<file path="src/rtl/uart_apb_csr_v2_pkg.sv">
// uart_csr_pkg: shared constants for the UART APB CSR bank.
//   - register word offsets (paddr[4:2])
//   - IIR identification codes, LSR / IER / FCR bit positions
//   - RX trigger encoding and a helper that maps it to a FIFO level
package uart_csr_pkg;

  // Word offsets, decoded from paddr[4:2]
  localparam logic [2:0] OFF_RBR = 3'd0;  // THR on write
  localparam logic [2:0] OFF_IER = 3'd1;
  localparam logic [2:0] OFF_FCR = 3'd2;  // IIR on read
  localparam logic [2:0] OFF_LCR = 3'd3;
  localparam logic [2:0] OFF_DIV = 3'd4;
  localparam logic [2:0] OFF_LSR = 3'd5;
  localparam logic [2:0] OFF_SCR = 3'd6;
  localparam logic [2:0] OFF_LVL = 3'd7;

  typedef enum logic [3:0] {
    IIR_NONE = 4'h1,
    IIR_THRE = 4'h2,
    IIR_RDA  = 4'h4,
    IIR_LS   = 4'h6
  } iir_code_e;

  // IER bits
  localparam int IER_RDA  = 0;
  localparam int IER_THRE = 1;
  localparam int IER_LS   = 2;

  // FCR bits
  localparam int FCR_RXCLR = 1;
  localparam int FCR_TXCLR = 2;
  localparam int FCR_TRIG  = 6;  // [7:6]

  // Sticky error vector layout; matches LSR[3:1]
  localparam int ERR_OE = 0;
  localparam int ERR_PE = 1;
  localparam int ERR_FE = 2;

  typedef enum logic [1:0] {
    TRIG_ONE  = 2'd0,
    TRIG_QTR  = 2'd1,
    TRIG_HALF = 2'd2,
    TRIG_NEAR = 2'd3
  } rx_trig_e;

  function automatic int trig_level(rx_trig_e t, int depth);
    case (t)
      TRIG_ONE:  return 1;
      TRIG_QTR:  return depth / 4;
      TRIG_HALF: return depth / 2;
      default:   return depth - 2;
    endcase
  endfunction

endpackage

</file>
<file path="src/rtl/uart_apb_csr_v2_if.sv">
// uart_apb_if: APB3 completer-side bundle for the UART CSR bank.
//   master : drives paddr/psel/penable/pwrite/pwdata, sees prdata/pready/pslverr
//   slave  : the reverse
interface uart_apb_if #(
  parameter int ADDR_WIDTH = 12,
  parameter int DATA_WIDTH = 32
);
  logic [ADDR_WIDTH-1:0] paddr;
  logic                  psel;
  logic                  penable;
  logic                  pwrite;
  logic [DATA_WIDTH-1:0] pwdata;
  logic [DATA_WIDTH-1:0] prdata;
  logic                  pready;
  logic                  pslverr;

  modport master (output paddr, psel, penable, pwrite, pwdata,
                  input  prdata, pready, pslverr);
  modport slave  (input  paddr, psel, penable, pwrite, pwdata,
                  output prdata, pready, pslverr);
endinterface

</file>
<file path="src/rtl/uart_apb_csr_v2_irq_prio.sv">
// uart_irq_prio: THRE-pending latch, fixed-priority IIR encoder, registered irq.
//   ier_i       enable bits [2:0] (LS, THRE, RDA)
//   err_any_i   any sticky line-status error
//   rda_hit_i   RX level >= trigger
//   tx_empty_i  TX FIFO empty (edge detected here)
//   thre_arm_i  IER[1] being written 0->1 while TX empty
//   thr_wr_i    accepted THR write
//   iir_rd_i    accepted IIR read
//   iir_o       current identification code, irq_o registered interrupt
module uart_irq_prio
  import uart_csr_pkg::*;
(
  input  logic       clk,
  input  logic       rstn,
  input  logic [2:0] ier_i,
  input  logic       err_any_i,
  input  logic       rda_hit_i,
  input  logic       tx_empty_i,
  input  logic       thre_arm_i,
  input  logic       thr_wr_i,
  input  logic       iir_rd_i,
  output iir_code_e  iir_o,
  output logic       irq_o
);

  logic thre_pend_q, thre_pend_d;
  logic tx_empty_q;
  logic ls, rda, thre;

  assign ls   = ier_i[IER_LS]   & err_any_i;
  assign rda  = ier_i[IER_RDA]  & rda_hit_i;
  assign thre = ier_i[IER_THRE] & thre_pend_q;

  always_comb begin
    iir_o = IIR_NONE;
    if (ls)        iir_o = IIR_LS;
    else if (rda)  iir_o = IIR_RDA;
    else if (thre) iir_o = IIR_THRE;
  end

  // Set wins over clear so a fresh empty edge is never lost.
  always_comb begin
    thre_pend_d = thre_pend_q;
    if (thr_wr_i || (iir_rd_i && iir_o == IIR_THRE)) thre_pend_d = 1'b0;
    if ((tx_empty_i && !tx_empty_q) || thre_arm_i)   thre_pend_d = 1'b1;
  end

  // tx_empty_q resets to 1: an idle FIFO coming out of reset is not an edge.
  always_ff @(posedge clk or negedge rstn) begin
    if (!rstn) begin
      thre_pend_q <= 1'b0;
      tx_empty_q  <= 1'b1;
      irq_o       <= 1'b0;
    end else begin
      thre_pend_q <= thre_pend_d;
      tx_empty_q  <= tx_empty_i;
      irq_o       <= ls | rda | thre;
    end
  end

endmodule

</file>
<file path="src/rtl/uart_apb_csr_v2.sv">
// uart_apb_csr_v2: zero-wait APB register bank for the UART.
//   apb            APB completer (uart_apb_if.slave); prdata/pready/pslverr combinational
//   tx_fifo_*      byte push, flush, full/empty status
//   rx_fifo_*      show-ahead head byte, level, pop, flush
//   tx_busy, rx_*  engine status and single-cycle error pulses
//   lcr_q, baud_div  line control and baud divisor registers
//   irq            registered interrupt
module uart_apb_csr_v2
  import uart_csr_pkg::*;
#(
  parameter  int ADDR_WIDTH = 12,
  parameter  int DATA_WIDTH = 32,
  parameter  int FIFO_DEPTH = 16,
  parameter  int DIV_WIDTH  = 16,
  parameter  int DIV_RESET  = 1,
  localparam int LVL_W      = $clog2(FIFO_DEPTH + 1)
) (
  input  logic                 clk,
  input  logic                 rstn,
  uart_apb_if.slave            apb,
  output logic [7:0]           tx_fifo_wdata,
  output logic                 tx_fifo_push,
  input  logic                 tx_fifo_full,
  input  logic                 tx_fifo_empty,
  output logic                 tx_fifo_clr,
  input  logic [7:0]           rx_fifo_rdata,
  input  logic [LVL_W-1:0]     rx_fifo_level,
  output logic                 rx_fifo_pop,
  output logic                 rx_fifo_clr,
  input  logic                 tx_busy,
  input  logic                 rx_frame_err,
  input  logic                 rx_parity_err,
  input  logic                 rx_overrun,
  output logic [7:0]           lcr_q,
  output logic [DIV_WIDTH-1:0] baud_div,
  output logic                 irq
);

  logic                 acc, misal, err, wr_ok, rd_ok, rx_nz;
  logic [2:0]           off;
  logic [DIV_WIDTH-1:0] wdiv;
  logic [3:0]           ier_q, ier_d;
  logic [7:0]           lcr_d, scr_q, scr_d;
  logic [DIV_WIDTH-1:0] div_q, div_d;
  rx_trig_e             trig_q, trig_d;
  logic [2:0]           err_q, err_d;
  logic [7:0]           lsr;
  logic                 lsr_rd, iir_rd, thre_arm, rda_hit;
  iir_code_e            iir;
  logic [DATA_WIDTH-1:0] rdata;
  logic                 unused_ok;

  // rstn gates the access so strobes and the response drop the moment
  // reset asserts, even in the middle of an access phase.
  assign acc   = rstn & apb.psel & apb.penable;
  assign misal = |apb.paddr[1:0];
  assign off   = apb.paddr[4:2];
  assign wdiv  = apb.pwdata[DIV_WIDTH-1:0];
  assign rx_nz = |rx_fifo_level;

  always_comb begin
    err = misal;
    if (!misal && apb.pwrite) begin
      case (off)
        OFF_RBR:          err = tx_fifo_full;
        OFF_DIV:          err = (wdiv == '0);
        OFF_LSR, OFF_LVL: err = 1'b1;
        default:          err = 1'b0;
      endcase
    end
  end

  assign wr_ok = acc &  apb.pwrite & ~err;
  assign rd_ok = acc & ~apb.pwrite & ~err;

  assign apb.pready  = acc;
  assign apb.pslverr = acc & err;

  assign tx_fifo_push  = wr_ok & (off == OFF_RBR);
  assign tx_fifo_wdata = tx_fifo_push ? apb.pwdata[7:0] : 8'h00;
  assign tx_fifo_clr   = wr_ok & (off == OFF_FCR) & apb.pwdata[FCR_TXCLR];
  assign rx_fifo_clr   = wr_ok & (off == OFF_FCR) & apb.pwdata[FCR_RXCLR];
  assign rx_fifo_pop   = rd_ok & (off == OFF_RBR) & rx_nz;

  assign lsr_rd   = rd_ok & (off == OFF_LSR);
  assign iir_rd   = rd_ok & (off == OFF_FCR);
  assign thre_arm = wr_ok & (off == OFF_IER) & apb.pwdata[IER_THRE]
                  & ~ier_q[IER_THRE] & tx_fifo_empty;
  assign rda_hit  = int'(rx_fifo_level) >= trig_level(trig_q, FIFO_DEPTH);

  assign lsr = {|err_q, tx_fifo_empty & ~tx_busy, tx_fifo_empty, 1'b0, err_q, rx_nz};

  always_comb begin
    case (off)
      OFF_RBR: rdata = rx_nz ? DATA_WIDTH'(rx_fifo_rdata) : '0;
      OFF_IER: rdata = DATA_WIDTH'(ier_q);
      OFF_FCR: rdata = DATA_WIDTH'({trig_q, 2'b00, iir});
      OFF_LCR: rdata = DATA_WIDTH'(lcr_q);
      OFF_DIV: rdata = DATA_WIDTH'(div_q);
      OFF_LSR: rdata = DATA_WIDTH'(lsr);
      OFF_SCR: rdata = DATA_WIDTH'(scr_q);
      default: rdata = DATA_WIDTH'(rx_fifo_level);
    endcase
  end

  assign apb.prdata = rd_ok ? rdata : '0;

  always_comb begin
    ier_d  = ier_q;
    lcr_d  = lcr_q;
    scr_d  = scr_q;
    div_d  = div_q;
    trig_d = trig_q;
    if (wr_ok) begin
      case (off)
        OFF_IER: ier_d  = apb.pwdata[3:0];
        OFF_FCR: trig_d = rx_trig_e'(apb.pwdata[FCR_TRIG+1:FCR_TRIG]);
        OFF_LCR: lcr_d  = apb.pwdata[7:0];
        OFF_DIV: div_d  = wdiv;
        OFF_SCR: scr_d  = apb.pwdata[7:0];
        default: ;
      endcase
    end
    // A pulse coinciding with the LSR read survives the clear.
    err_d = (lsr_rd ? 3'b000 : err_q) | {rx_frame_err, rx_parity_err, rx_overrun};
  end

  always_ff @(posedge clk or negedge rstn) begin
    if (!rstn) begin
      ier_q  <= '0;
      lcr_q  <= '0;
      scr_q  <= '0;
      div_q  <= DIV_WIDTH'(DIV_RESET);
      trig_q <= TRIG_ONE;
      err_q  <= '0;
    end else begin
      ier_q  <= ier_d;
      lcr_q  <= lcr_d;
      scr_q  <= scr_d;
      div_q  <= div_d;
      trig_q <= trig_d;
      err_q  <= err_d;
    end
  end

  assign baud_div = div_q;

  uart_irq_prio u_irq (
    .clk        (clk),
    .rstn       (rstn),
    .ier_i      (ier_q[2:0]),
    .err_any_i  (|err_q),
    .rda_hit_i  (rda_hit),
    .tx_empty_i (tx_fifo_empty),
    .thre_arm_i (thre_arm),
    .thr_wr_i   (tx_fifo_push),
    .iir_rd_i   (iir_rd),
    .iir_o      (iir),
    .irq_o      (irq)
  );

  // Upper address bits alias; upper write-data bits are ignored.
  assign unused_ok = ^{apb.paddr, apb.pwdata};

endmodule
</file>
<file path="src/flat_wrapper.sv">
// flat-port wrapper written by rule: the top's interface ports become plain ports
module uart_apb_csr_v2_flat import uart_csr_pkg::*;
#(
  parameter  int ADDR_WIDTH = 12,
  parameter  int DATA_WIDTH = 32,
  parameter  int FIFO_DEPTH = 16,
  parameter  int DIV_WIDTH  = 16,
  parameter  int DIV_RESET  = 1,
  localparam int LVL_W      = $clog2(FIFO_DEPTH + 1)
)
  (clk, rstn, tx_fifo_wdata, tx_fifo_push, tx_fifo_full, tx_fifo_empty, tx_fifo_clr, rx_fifo_rdata, rx_fifo_level, rx_fifo_pop, rx_fifo_clr, tx_busy, rx_frame_err, rx_parity_err, rx_overrun, lcr_q, baud_div, irq, apb_paddr, apb_psel, apb_penable, apb_pwrite, apb_pwdata, apb_prdata, apb_pready, apb_pslverr);
  uart_apb_if #(.ADDR_WIDTH(ADDR_WIDTH), .DATA_WIDTH(DATA_WIDTH)) apb_i ();
  input  logic clk;
  input  logic rstn;
  output logic [7:0] tx_fifo_wdata;
  output logic tx_fifo_push;
  input  logic tx_fifo_full;
  input  logic tx_fifo_empty;
  output logic tx_fifo_clr;
  input  logic [7:0] rx_fifo_rdata;
  input  logic [LVL_W-1:0] rx_fifo_level;
  output logic rx_fifo_pop;
  output logic rx_fifo_clr;
  input  logic tx_busy;
  input  logic rx_frame_err;
  input  logic rx_parity_err;
  input  logic rx_overrun;
  output logic [7:0] lcr_q;
  output logic [DIV_WIDTH-1:0] baud_div;
  output logic irq;
  input wire logic [$bits(apb_i.paddr)-1:0] apb_paddr;
  input wire logic [$bits(apb_i.psel)-1:0] apb_psel;
  input wire logic [$bits(apb_i.penable)-1:0] apb_penable;
  input wire logic [$bits(apb_i.pwrite)-1:0] apb_pwrite;
  input wire logic [$bits(apb_i.pwdata)-1:0] apb_pwdata;
  output wire logic [$bits(apb_i.prdata)-1:0] apb_prdata;
  output wire logic [$bits(apb_i.pready)-1:0] apb_pready;
  output wire logic [$bits(apb_i.pslverr)-1:0] apb_pslverr;
  assign apb_i.paddr = apb_paddr;
  assign apb_i.psel = apb_psel;
  assign apb_i.penable = apb_penable;
  assign apb_i.pwrite = apb_pwrite;
  assign apb_i.pwdata = apb_pwdata;
  assign apb_prdata = apb_i.prdata;
  assign apb_pready = apb_i.pready;
  assign apb_pslverr = apb_i.pslverr;
  uart_apb_csr_v2 #(.ADDR_WIDTH(ADDR_WIDTH), .DATA_WIDTH(DATA_WIDTH), .FIFO_DEPTH(FIFO_DEPTH), .DIV_WIDTH(DIV_WIDTH), .DIV_RESET(DIV_RESET)) u_core (.clk(clk), .rstn(rstn), .apb(apb_i), .tx_fifo_wdata(tx_fifo_wdata), .tx_fifo_push(tx_fifo_push), .tx_fifo_full(tx_fifo_full), .tx_fifo_empty(tx_fifo_empty), .tx_fifo_clr(tx_fifo_clr), .rx_fifo_rdata(rx_fifo_rdata), .rx_fifo_level(rx_fifo_level), .rx_fifo_pop(rx_fifo_pop), .rx_fifo_clr(rx_fifo_clr), .tx_busy(tx_busy), .rx_frame_err(rx_frame_err), .rx_parity_err(rx_parity_err), .rx_overrun(rx_overrun), .lcr_q(lcr_q), .baud_div(baud_div), .irq(irq));
endmodule
</file>
<file path="config.mk">
export PLATFORM = sky130hd
export DESIGN_NAME = uart_apb_csr_v2_flat
export DESIGN_NICKNAME = d
export VERILOG_FILES = /design/src/rtl/uart_apb_csr_v2_pkg.sv /design/src/rtl/uart_apb_csr_v2_if.sv /design/src/rtl/uart_apb_csr_v2_irq_prio.sv /design/src/rtl/uart_apb_csr_v2.sv /design/src/flat_wrapper.sv
export SDC_FILE = /design/constraint.sdc
export NUM_CORES = 1
export LEC_CHECK = 0
export ABC_AREA = 1
export BUFFER_PORTS_ARGS = -buffer_cell sky130_fd_sc_hd__buf_2
export CAP_MARGIN = 20
export CORE_MARGIN = 2
export CORE_UTILIZATION = 40
export DETAILED_ROUTE_END_ITERATION = 8
export PLACE_DENSITY = 0.72
export RECOVER_POWER = 25
export REMOVE_ABC_BUFFERS = 1
export SETUP_SLACK_MARGIN = 0.2
export SLEW_MARGIN = 20
export SYNTH_ARGS = -nofsm -noshare
export SYNTH_HDL_FRONTEND = slang
export SYNTH_SLANG_ARGS = --single-unit
</file>
<file path="constraint.sdc">
create_clock -name clk -period 2.31 [get_ports clk]
set_input_delay 0.462 -clock clk [delete_from_list [all_inputs] [get_ports clk]]
set_output_delay 0.462 -clock clk [all_outputs]
set_load 0.05 [all_outputs]
</file>
==> metrics <==
status finished with violations; failing checks setup timing; CP max stage cell dfrtp_1; Port Buf Inserts 99; final wirelength 10.9 mm; min cycle time layout 2630 ps; max-slew violations 0; Switch Pwr roughly 790 uW; fin cells roughly 600; DIE AREA approximately 7400 um^2; Starting Density roughly two fifths; Leak about 0.0023 uW; adder-cell share of the synthesized area roughly 1.9%; count of cell types in the netlist 34; Placed Area around 3500 um^2; CP Launch Point u_core.trig_q[1]; Die Y 86.0 um; Placed Cells 570; detailed-route via count approximately 3,300; TritonRoute pass-1 iters 7; hold path cells 1; final worst setup slack -320 ps; Fin. Hold Viols 0; FF+latch count, synth 44; hpwl dp a little over 6 mm; Net count, final between 500 and 600; vias in the first global route 3,013; clk sink count 44; Synth Flop Type dfrtp_1; final instance area around 4700 um^2; ANT nets after route 0; TritonCTS buffer count 5; synthesized area per cell between 7 and 8 um^2; EDFF count, synth 0; register area ~1100 um^2; clock power share between 20% and 30%; Tot GR Track Use 24.8%; Cell Rows 29; worst-path cell chain inv_2 > ha_4 > inv_2 > nor2_1 > nand4_1 > nand2_1 > nand2_2 > nand2_2 > nand2_1 > a41oi_2 > buf_6; Post-Synth Simple-Gate Area between 20% and 30%; grt ovf 0; Synth Instances approximately 360; worst r2r src u_core.trig_q[1]; Comb power frac approximately a third; pin count of the biggest net entering global routing 45; Seq/Total Area, Yosys between 40 and 50%; Clock Latency Late Sink ~310 ps; Synth async-reset ratio 100%; initial detailed-routing violation count about 360; WP data required approximately 1900 ps; Max FO, Critical Path 3; crit path DAT approximately 2200 ps; grt met2 use around 43%; CTS tree yes; startpoint types register; CP max stage delay 440 ps; DRC errors left 0; cell taking the most area after synthesis dfrtp_1; Reg clk slew, reported paths around 100 ps; WHS Endpoint u_core.u_irq.tx_empty_q; via/cell ratio about 5.4; Root Buffer clkbuf_8; GR Util met1 approximately 29%; synthesized area between 2000 and 3000 um^2; Internal between 1000 and 1500 uW; Boundary Pins approximately 140; met3 usage under 10%; Die X around 86 um; H-Tree Depth 2; worst setup path category reg -> out; Period Utilization, post-route 114%; DR WL/cell 18.0 um; PwrDens approximately 450 nW/um^2; clk_skew 10.7 ps; Worst setup EP type output port; compound-gate portion of the synthesized area about 17%; max cap viols 0; Yosys top cell area share 39.0%; Worst Min Path Start tx_fifo_empty; final core occ between 70 and 80%; worst min path class in -> reg; Antenna Diode Count 0; largest family of logic cells by synthesized area simple AND/OR/NAND/NOR gates; # fillers roughly 430; VDD IR-drop max 0.303 mV; Placer Congestion ~0.90; sequential power share between 40% and 50%; final setup fails 3; area occupied by multi-input gates 1790 um^2; Reg2Reg Setup Slack 110 ps; Area Overhead vs Synth 75.0%; synth warn 0; Synth Area in XOR/XNOR 0%; largest cells by area after synthesis dfrtp_1, nand2_1, inv_1; f_max roughly 380 MHz; Core ar. between 6000 and 7000 um^2; Slew headroom between 20% and 30%; share of layout cells above drive strength 1 a little over half; first-pass GRT wire length 14.2 mm; Reg2Reg Depth 16; cts hold-fix bufs 0; Worst-Margin Slew ~1100 ps; r2r endpoint u_core.u_irq.thre_pend_q; mux contribution to synthesized area 0%; most used routing layer met2; DP Worst Slack -185 ps; RSZ-0062 raised after global routing yes; switch share between 30% and 40%; clk buf depth 2; initial antenna violation count 0
## worst max-delay path by stage
stage,endpoint,slack [ps],cells after the start
global placement,apb_prdata[0],-100,11
finish,apb_prdata[2],-320,11
global route,apb_prdata[2],-430,11
floorplan,apb_prdata[10],-520,5
detailed placement,apb_prdata[0],-180,11
CTS,apb_prdata[0],-170,13
## cell type report
type	instances	area share, %
Multi-Input combinational cell	245	38.1
Inverter	63	5.39
Tap cell	77	2.04
Sequential cell	44	23.4
Clock buffer	6	1.75
Clock inverter	2	0.319
Timing Repair Buffer	167	29.0
## per-stage QoR
| stage | TNS, ps | total power, uW | hold slack, ps |
|---|---|---|---|
| after floorplan | -7110 | 1190 | 166 |
| after global placement | -206 | 1370 | 474 |
| after detailed placement | -560 | 1380 | 480 |
| after CTS | -463 | 1980 | 278 |
| after global routing | -1150 | 2180 | 335 |
| final | -881 | 2100 | 326 |
## critical path, delay by kind of cell, from the launching register on
family / cells / cell delay (ps)
AOI/OAI and AO/OA: 1 / 220
adders and majority gates: 1 / 280
buffers and inverters: 3 / 300
DFF: 1 / 440
and+or+nand+nor: 6 / 610
## cells by family (layout without fill, tap and decap cells)
kind of cell | count (synthesis) | count (layout)
other | 1 | 16
flip-flops | 44 | 44
adder cells (fa/ha/maj) | 4 | 4
AND/OR/NAND/NOR | 148 | 149
AO/OA/AOI/OAI | 76 | 76
buffers and inverters | 86 | 238
## power by group through the flow
stage          Combinational (uW)  Sequential, uW  Clock (uW)
3_5_place_dp                  506             874           0
5_1_grt                       731             872         574
3_3_place_gp                  498             871           0
4_1_cts                       581             861         539
2_1_floorplan                 194             992           0
6_report                      692             867         539
## repair_timing
action	in CTS	in global routing
gates cloned	0	1
buffers inserted	17	8
resized for setup	135	114
pin swaps	27	49
endpoints found under the setup margin	29	45
## cells in the final DEF, fill, tap and decap left out, types with 12 or more instances in the layout
| cell type | count |
|---|---|
| nor2_4 | 23 |
| buf_4 | 57 |
| o21a_1 | 15 |
| inv_1 | 47 |
| buf_6 | 38 |
| buf_2 | 55 |
| conb_1 | 16 |
| o21ai_0 | 25 |
| dfrtp_1 | 41 |
| nand2_1 | 61 |
| inv_2 | 12 |
| nand2_2 | 13 |
## state kept, by name, indices dropped and copies added, names as in the netlist
signal / flops
u_core.u_irq.thre_pend_q: 1
u_core.ier_q: 4
u_core.u_irq.irq_o: 1
u_core.err_q: 3
u_core.lcr_q: 8
u_core.u_irq.tx_empty_q: 1
u_core.scr_q: 8
u_core.trig_q: 2
u_core.baud_div: 16
## Yosys cell counts, types with 3 or more instances
master	instances
nand2_1	80
inv_1	61
dfrtp_1	42
nor2_1	35
o21ai_0	26
buf_4	17
o21a_1	15
a21oi_1	12
nor3_1	11
nand3_1	9
o21ai_1	5
buf_6	4
ha_1	4
nor2_4	4
o21bai_1	3
o22ai_1	3
## per-layer routing
metal	routed length (um)	vias to the layer above
met2	5410	210
li1	-	1452
met4	583	0
met5	0	-
met1	4010	1538
met3	860	64
(Power assumes the default switching activity.)
